[src/rtl/register_file_param.sv]
// register_file_param: 2-read/1-write register file with registered reads,
// busy scoreboard, optional bypass/zero register and a sequenced array clear.
module register_file_param #(
  parameter int DATA_WIDTH = 32,
  parameter int ADDR_WIDTH = 5,
  parameter bit ZERO_REG   = 1'b1,
  parameter bit BYPASS     = 1'b1
) (
  input  logic                  clk,
  input  logic                  rst,
  input  logic [ADDR_WIDTH-1:0] regs,
  input  logic [ADDR_WIDTH-1:0] regt,
  output logic [DATA_WIDTH-1:0] reg1,
  output logic [DATA_WIDTH-1:0] reg2,
  output logic                  busy1,
  output logic                  busy2,
  input  logic                  regWrite,
  input  logic [ADDR_WIDTH-1:0] regd,
  input  logic [DATA_WIDTH-1:0] dataWrite,
  input  logic                  reserve,
  input  logic [ADDR_WIDTH-1:0] rsvAddr,
  input  logic                  clearReq,
  output logic                  clearBusy,
  output logic                  clearDone
);

  localparam int DEPTH = 2**ADDR_WIDTH;
  localparam logic [ADDR_WIDTH-1:0] LAST = '1;

  typedef enum logic {IDLE, CLEAR} state_t;

  state_t                  state;
  logic [ADDR_WIDTH-1:0]   cnt;
  logic [DATA_WIDTH-1:0]   mem [DEPTH];
  logic [DEPTH-1:0]        busy;
  logic [DEPTH-1:0]        busy_nxt;

  logic                    idle;
  logic                    wr_en;
  logic                    rsv_en;
  logic [DATA_WIDTH-1:0]   rd1_d;
  logic [DATA_WIDTH-1:0]   rd2_d;
  logic                    rd1_b;
  logic                    rd2_b;

  function automatic logic is_zero(
    input logic [ADDR_WIDTH-1:0] a
  );
    return ZERO_REG && (a == '0);
  endfunction

  assign idle   = (state == IDLE);
  assign wr_en  = idle && regWrite && !is_zero(regd);
  assign rsv_en = idle && reserve && !is_zero(rsvAddr);

  // Reserve is applied last so it wins over a same-edge write.
  always_comb begin
    busy_nxt = busy;
    if (!idle)  busy_nxt[cnt]     = 1'b0;
    if (wr_en)  busy_nxt[regd]    = 1'b0;
    if (rsv_en) busy_nxt[rsvAddr] = 1'b1;
  end

  always_comb begin
    rd1_d = mem[regs];
    rd1_b = busy[regs];
    if (BYPASS && wr_en && (regd == regs)) begin
      rd1_d = dataWrite;
      rd1_b = busy_nxt[regs];
    end
    if (is_zero(regs)) begin
      rd1_d = '0;
      rd1_b = 1'b0;
    end
  end

  always_comb begin
    rd2_d = mem[regt];
    rd2_b = busy[regt];
    if (BYPASS && wr_en && (regd == regt)) begin
      rd2_d = dataWrite;
      rd2_b = busy_nxt[regt];
    end
    if (is_zero(regt)) begin
      rd2_d = '0;
      rd2_b = 1'b0;
    end
  end

  always_ff @(posedge clk or posedge rst) begin
    if (rst) begin
      for (int i = 0; i < DEPTH; i++) begin
        mem[i] <= '0;
      end
      busy <= '0;
    end else begin
      busy <= busy_nxt;
      if (!idle) begin
        mem[cnt] <= '0;
      end else if (wr_en) begin
        mem[regd] <= dataWrite;
      end
    end
  end

  always_ff @(posedge clk or posedge rst) begin
    if (rst) begin
      reg1  <= '0;
      reg2  <= '0;
      busy1 <= 1'b0;
      busy2 <= 1'b0;
    end else begin
      reg1  <= rd1_d;
      reg2  <= rd2_d;
      busy1 <= rd1_b;
      busy2 <= rd2_b;
    end
  end

  always_ff @(posedge clk or posedge rst) begin
    if (rst) begin
      state     <= IDLE;
      cnt       <= '0;
      clearBusy <= 1'b0;
      clearDone <= 1'b0;
    end else begin
      clearDone <= 1'b0;
      unique case (state)
        IDLE: begin
          if (clearReq) begin
            state     <= CLEAR;
            cnt       <= '0;
            clearBusy <= 1'b1;
          end
        end
        CLEAR: begin
          cnt <= cnt + ADDR_WIDTH'(1);
          if (cnt == LAST) begin
            state     <= IDLE;
            clearBusy <= 1'b0;
            clearDone <= 1'b1;
          end
        end
      endcase
    end
  end

endmodule

[config.mk]
export PLATFORM = sky130hd
export DESIGN_NAME = register_file_param
export DESIGN_NICKNAME = d
export VERILOG_FILES = /design/src/rtl/register_file_param.sv
export SDC_FILE = /design/constraint.sdc
export NUM_CORES = 2
export LEC_CHECK = 0
export ABC_CLOCK_PERIOD_IN_PS = 81600
export CELL_PAD_IN_SITES_DETAIL_PLACEMENT = 0
export CELL_PAD_IN_SITES_GLOBAL_PLACEMENT = 1
export CORE_MARGIN = 2
export CORE_UTILIZATION = 55
export CTS_CLUSTER_DIAMETER = 100
export DETAILED_ROUTE_END_ITERATION = 8
export PLACE_DENSITY_LB_ADDON = 0.05
export SETUP_SLACK_MARGIN = 0.3
export SYNTH_ARGS = -nofsm -noshare
export SYNTH_HDL_FRONTEND = slang
export SYNTH_SLANG_ARGS = --single-unit
[constraint.sdc]
create_clock -name clk -period 81.6 [get_ports clk]
set_input_delay 12.24 -clock clk [delete_from_list [all_inputs] [get_ports clk]]
set_output_delay 12.24 -clock clk [all_outputs]
set_load 0.01 [all_outputs]
* Word level (Yosys, flattened, before mapping) *
Index checks and enable logic that the tools add are counted.

word-level totals
  register bits = 1130
  bits in latches = 0
  bits in writable memories = 0
  bits in read-only memories = 0
  input port bits = 57
  output and inout port bits = 68
  word-level logic and storage cells = 140
  memories kept = 0

cells by class
  add/sub/neg operators = 1
  $mul = 0
  divide/modulo/power cells = 0
  order comparisons = 14
  equality and inequality tests = 5
  shift-type cells = 0
  multiplexer cells = 48
  bitwise operators = 12
  reduce and logical (&&, ||, !) cells = 19

operator list
  operator                                                               number
  1024-bit 2-to-1 mux                                                    2
  1024-bit bitwise AND                                                   1
  1024-bit bitwise mux                                                   1
  1024-bit NOT                                                           1
  32-bit 2-to-1 mux                                                      13
  32-bit binary-select mux with 5-bit select                             2
  32-bit demux with 5-bit select                                         2
  32-bit bitwise AND                                                     2
  32-bit NOT                                                             2
  32-bit OR                                                              1
  5-bit by 6-bit < comparator with 1-bit output, second input constant   5
  6-bit >= comparator, second input constant                             4
  5-bit NOT with 6-bit output                                            4
  1-bit binary-select mux with 5-bit select                              4
  5-bit logical NOT                                                      4
  1-bit 2-to-1 mux                                                       17
  1-bit demux with 5-bit select                                          3
  5-bit by 1-bit >= comparator with 1-bit output, second input constant  3
  6-bit by 1-bit < comparator with 1-bit output, second input constant   2
  1-bit logical AND                                                      11
  5-bit == test                                                          2
  5-bit case mux with 2 select lines                                     1
  5-bit by 1-bit adder with 5-bit output, second input constant          1
  5-bit == test, second input constant                                   1
  other kinds (8)                                                        10

* Longest topological paths before layout *
  depth in word-level cells = 15
  gate-level depth with buffers = 11
  depth with buffers taken out = 8

* Worst setup path after synthesis *
Ideal clock, no wire load.

  kind = input to register
  start point = input port regt[0]
  end point = register reg2[10]
  library setup time = 0.142 ns
  arrival time = 14.140 ns
  data required time = 81.458 ns
  slack = 67.318 ns
  stages = 9
  cells stage by stage = buf_2 buf_2 buf_4 buf_2 mux4_2 a211oi_1 a21oi_1 mux2i_1 a211oi_1

on the way
  cells in the longest elaborated chain, start to end = 6
  elaborated cells between the ends (all ways) = 9
  classes of those cells = eq/ne (1); mux (5); bitwise (1); reduce/logical (2)

ends and longest elaborated chain
  what                                                   RTL line  text
  from (decl)                                            12        input logic [ADDR_WIDTH-1:0] regt,
  5-bit NOT with 6-bit output (implied by the code)      78        rd2_d = mem[regt];
  32-bit binary-select mux with 5-bit select             78
  32-bit 2-to-1 mux (implied by the code) (2 in series)  78
  32-bit 2-to-1 mux                                      80        if (BYPASS && wr_en && (regd == regt)) begin
  32-bit 2-to-1 mux *                                    84        if (is_zero(regt)) begin
  via rd2_d[10]                                          42        logic [DATA_WIDTH-1:0] rd2_d;
  to (signal assigned)                                   114       reg2 <= rd2_d;
  to (decl)                                              14        output logic [DATA_WIDTH-1:0] reg2,

Mark *: on every way through the listed nets, which the timed path passes. The rest lies on a longest branch. The select of a mux whose other input is x is not followed.
A chain may end at the register's enable or synchronous reset.

* Worst setup path after layout *
  start point = input port regt[0]
  end point = register reg2[22]

Same word-level chain as after synthesis.

==> flow_metrics.tcl <==
set metrics [dict create \
    outcome "finished clean" \
    drv_cap 0 \
    root_buffer "clkbuf_16" \
    die_w_microns 338.9 \
    crit_arrival_ns 16.46 \
    cts_tree "built" \
    synth_edf_count 0 \
    crit_fanout 96 \
    comb_power_share 0.209 \
    track_usage 0.4365 \
    syn_area_per_cell_sq_um 11.07 \
    clkSinkCount 1130 \
    wirelength_microns 249300 \
    period_share 0.1949 \
    drive_above_1_share 0.1994 \
    start_kind "primary input" \
    h-tree-depth 4 \
    maxSlewViolCount 0 \
    hold_viol 0 \
    switching_share 0.3059 \
    yosysWarnings 0 \
    grt_overflow 0 \
    pwr-share-clk 0.372 \
    netlist.area_leader.share 0.4583 \
    drc_errors 0 \
    synth_ff_type "dfrtp_1" \
    max_freq_mhz 62.86 \
    setup_viol 0 \
    p_leak_nw 27.32 \
    drt.antenna.violating_nets 0 \
    nets 5399 \
    numCtsBuffers 132 \
    layout.cells.most_common_list "dfrtp_1 (1129), nand2_1 (924), a211oi_1 (657)" \
    grt_pass1_wl_microns 357100 \
    min_period_ns 15.91 \
    rows 122 \
    synth_seq_cells 1130 \
    core_sq_mm 0.1110 \
    first_global_vias 48226 \
    cp.required_ns 82.15 \
    layout_commonest_cell "dfrtp_1" \
    grt_setup_unrepaired "false" \
    ys_seq_area_frac 0.4583 \
    endpoint_kind "register" \
    grt_max_degree 169 \
    vias 49775 \
    postSynth.asyncResetShare 1.000 \
    syn-num-nets 5636 \
    dp_hpwl_microns 133800 \
    synthTopCellsByArea "dfrtp_1 (46%), mux4_2 (23%), a211oi_1 (8.0%)" \
    globalplace.congestion 0.9038 \
    io_pins 125 \
    syn_to_final_growth_pct 10.53 \
    p_per_area_mw_per_mm2 24.20 \
    fill_cells 8934 \
    clockBufferDepth 3 \
    power_frac_seq 0.419 \
    p_sw_uw 505.0 \
    yosysTopAreaCell "dfrtp_1" \
    post_cts_resized 0 \
    syn_area_sq_mm 0.06170 \
    clkTransAtPathRegs_ns 0.06 \
    path_class "in -> reg" \
    cts_setup_buffers 0 \
    ir_drop_uv 22.56 \
    dieArea_sq_mm 0.1149 \
    worst_clock_skew_ns 0.02588 \
    ys_types 70 \
    worst_pin_slew_ns 1.440 \
    worstSkewPairLatency_ns 0.76 \
    wire_per_inst_microns 36.02 \
    total_power_mw 1.650 \
    die_h_microns 338.9 \
    syn_inst 5573 \
    place.port_buffers 124 \
    hold_class "reg -> reg" \
    first_iter_violations 7360 \
    start_util 0.5560 \
    fin_util 0.6145 \
    slew_headroom 0.03742 \
    vias_per_cell 7.192 \
    dr.pass1.iters 6 \
    antenna_found_initial 12 \
    ctsHoldBuffers 0 \
    p_int_mw 1.145 \
    fin_tns_setup_ns 0 \
]
## flip-flops by register name (all words and copies together), names as in the netlist
signal and flops:
busy 32, cnt 5, state 1, reg1 32
reg2 32, busy1 1, clearBusy 1, clearDone 1
mem 1024, busy2 1
## area by class of cell
type                    count  area [sq um]  share of cell area
flip-flops and latches   1130         28280              0.4147
well taps                1488          1862             0.02730
clock inverters            22         302.8            0.004440
diodes                      8         20.02           0.0002936
repair buffers            272          2447             0.03589
clock buffers             201          4153             0.06090
inverters                  29         116.4            0.001706
multi-input cells        3771         31010              0.4548
## synthesized netlist by cell type (7+ instances only)
cell,instances
a22oi_1,9
nor3b_1,9
buf_2,104
a211oi_1,657
dfrtp_1,1130
clkbuf_1,490
a32o_1,12
nor2b_1,35
nor3_1,9
a21oi_1,483
nand2b_1,7
nor2_1,676
buf_1,42
mux2i_1,126
nand2_1,939
inv_1,28
and2_1,69
mux4_2,624
xor2_1,7
## stage by stage
step / setup slack (ns) / std cells / cell area (sq um) / hold WS (ns)
2_1_floorplan: 37.54 / 5573 / 61700 / 0.4666
3_3_place_gp: 64.85 / 6690 / 63720 / 0.4836
3_5_place_dp: 64.82 / 6690 / 63720 / 0.4901
4_1_cts: 65.63 / 6913 / 68170 / 0.5094
5_1_grt: 65.24 / 6916 / 68180 / 0.5246
6_report: 65.69 / 6921 / 68190 / 0.5050
## layer usage
layer / track usage / wire length, microns / share of wire / up-vias
li1: - / - / - / 19894
met2: 0.5855 / 102200 / 0.41 / 3864
met4: 0.2119 / 13500 / 0.054 / 12
met3: 0.1604 / 38270 / 0.15 / 755
met1: 0.6266 / 95190 / 0.38 / 25250
met5: 0.006667 / 132 / 0.00053 / -
## worst max-delay path, cell delays in order
cell	delay, ns
buf_8	0.52
buf_12	0.67
buf_4	0.76
buf_4	0.71
mux4_2	0.59
mux4_2	0.48
mux2i_1	0.14
a211oi_1	0.10
## power groups by stage
stage | clock (mW) | combinational, mW | sequential (mW)
floorplan | 0 | 0.227 | 0.680
global placement | 0 | 0.331 | 0.695
detailed placement | 0 | 0.336 | 0.699
CTS | 0.615 | 0.336 | 0.689
global route | 0.639 | 0.362 | 0.700
finish | 0.614 | 0.345 | 0.692
## logic make-up after synthesis
logic type               after synthesis  synth area share
AND/OR/NAND/NOR                     1799            0.1192
AO/OA/AOI/OAI                       1202            0.1274
flip-flops                          1130            0.4583
multiplexers                         752            0.2486
buffers and inverters                672           0.04354
XOR/XNOR                              12          0.001703
adder cells (fa/ha/maj)                6          0.001217
## final timing paths
path	from	slack [ns]	to	cells after the start
setup / recovery	regt[0]	65.69	reg2[22]	8
hold / removal	mem[997]	0.51	mem[997]	1
setup reg to reg	state	77.21	mem[951]	6
hold reg to reg	mem[997]	0.51	mem[997]	1
max in group asynchronous	rst	65.78	mem[782]	6
min in group asynchronous	rst	12.05	mem[990]	2
Note: power is estimated with default switching activity, not from simulation.
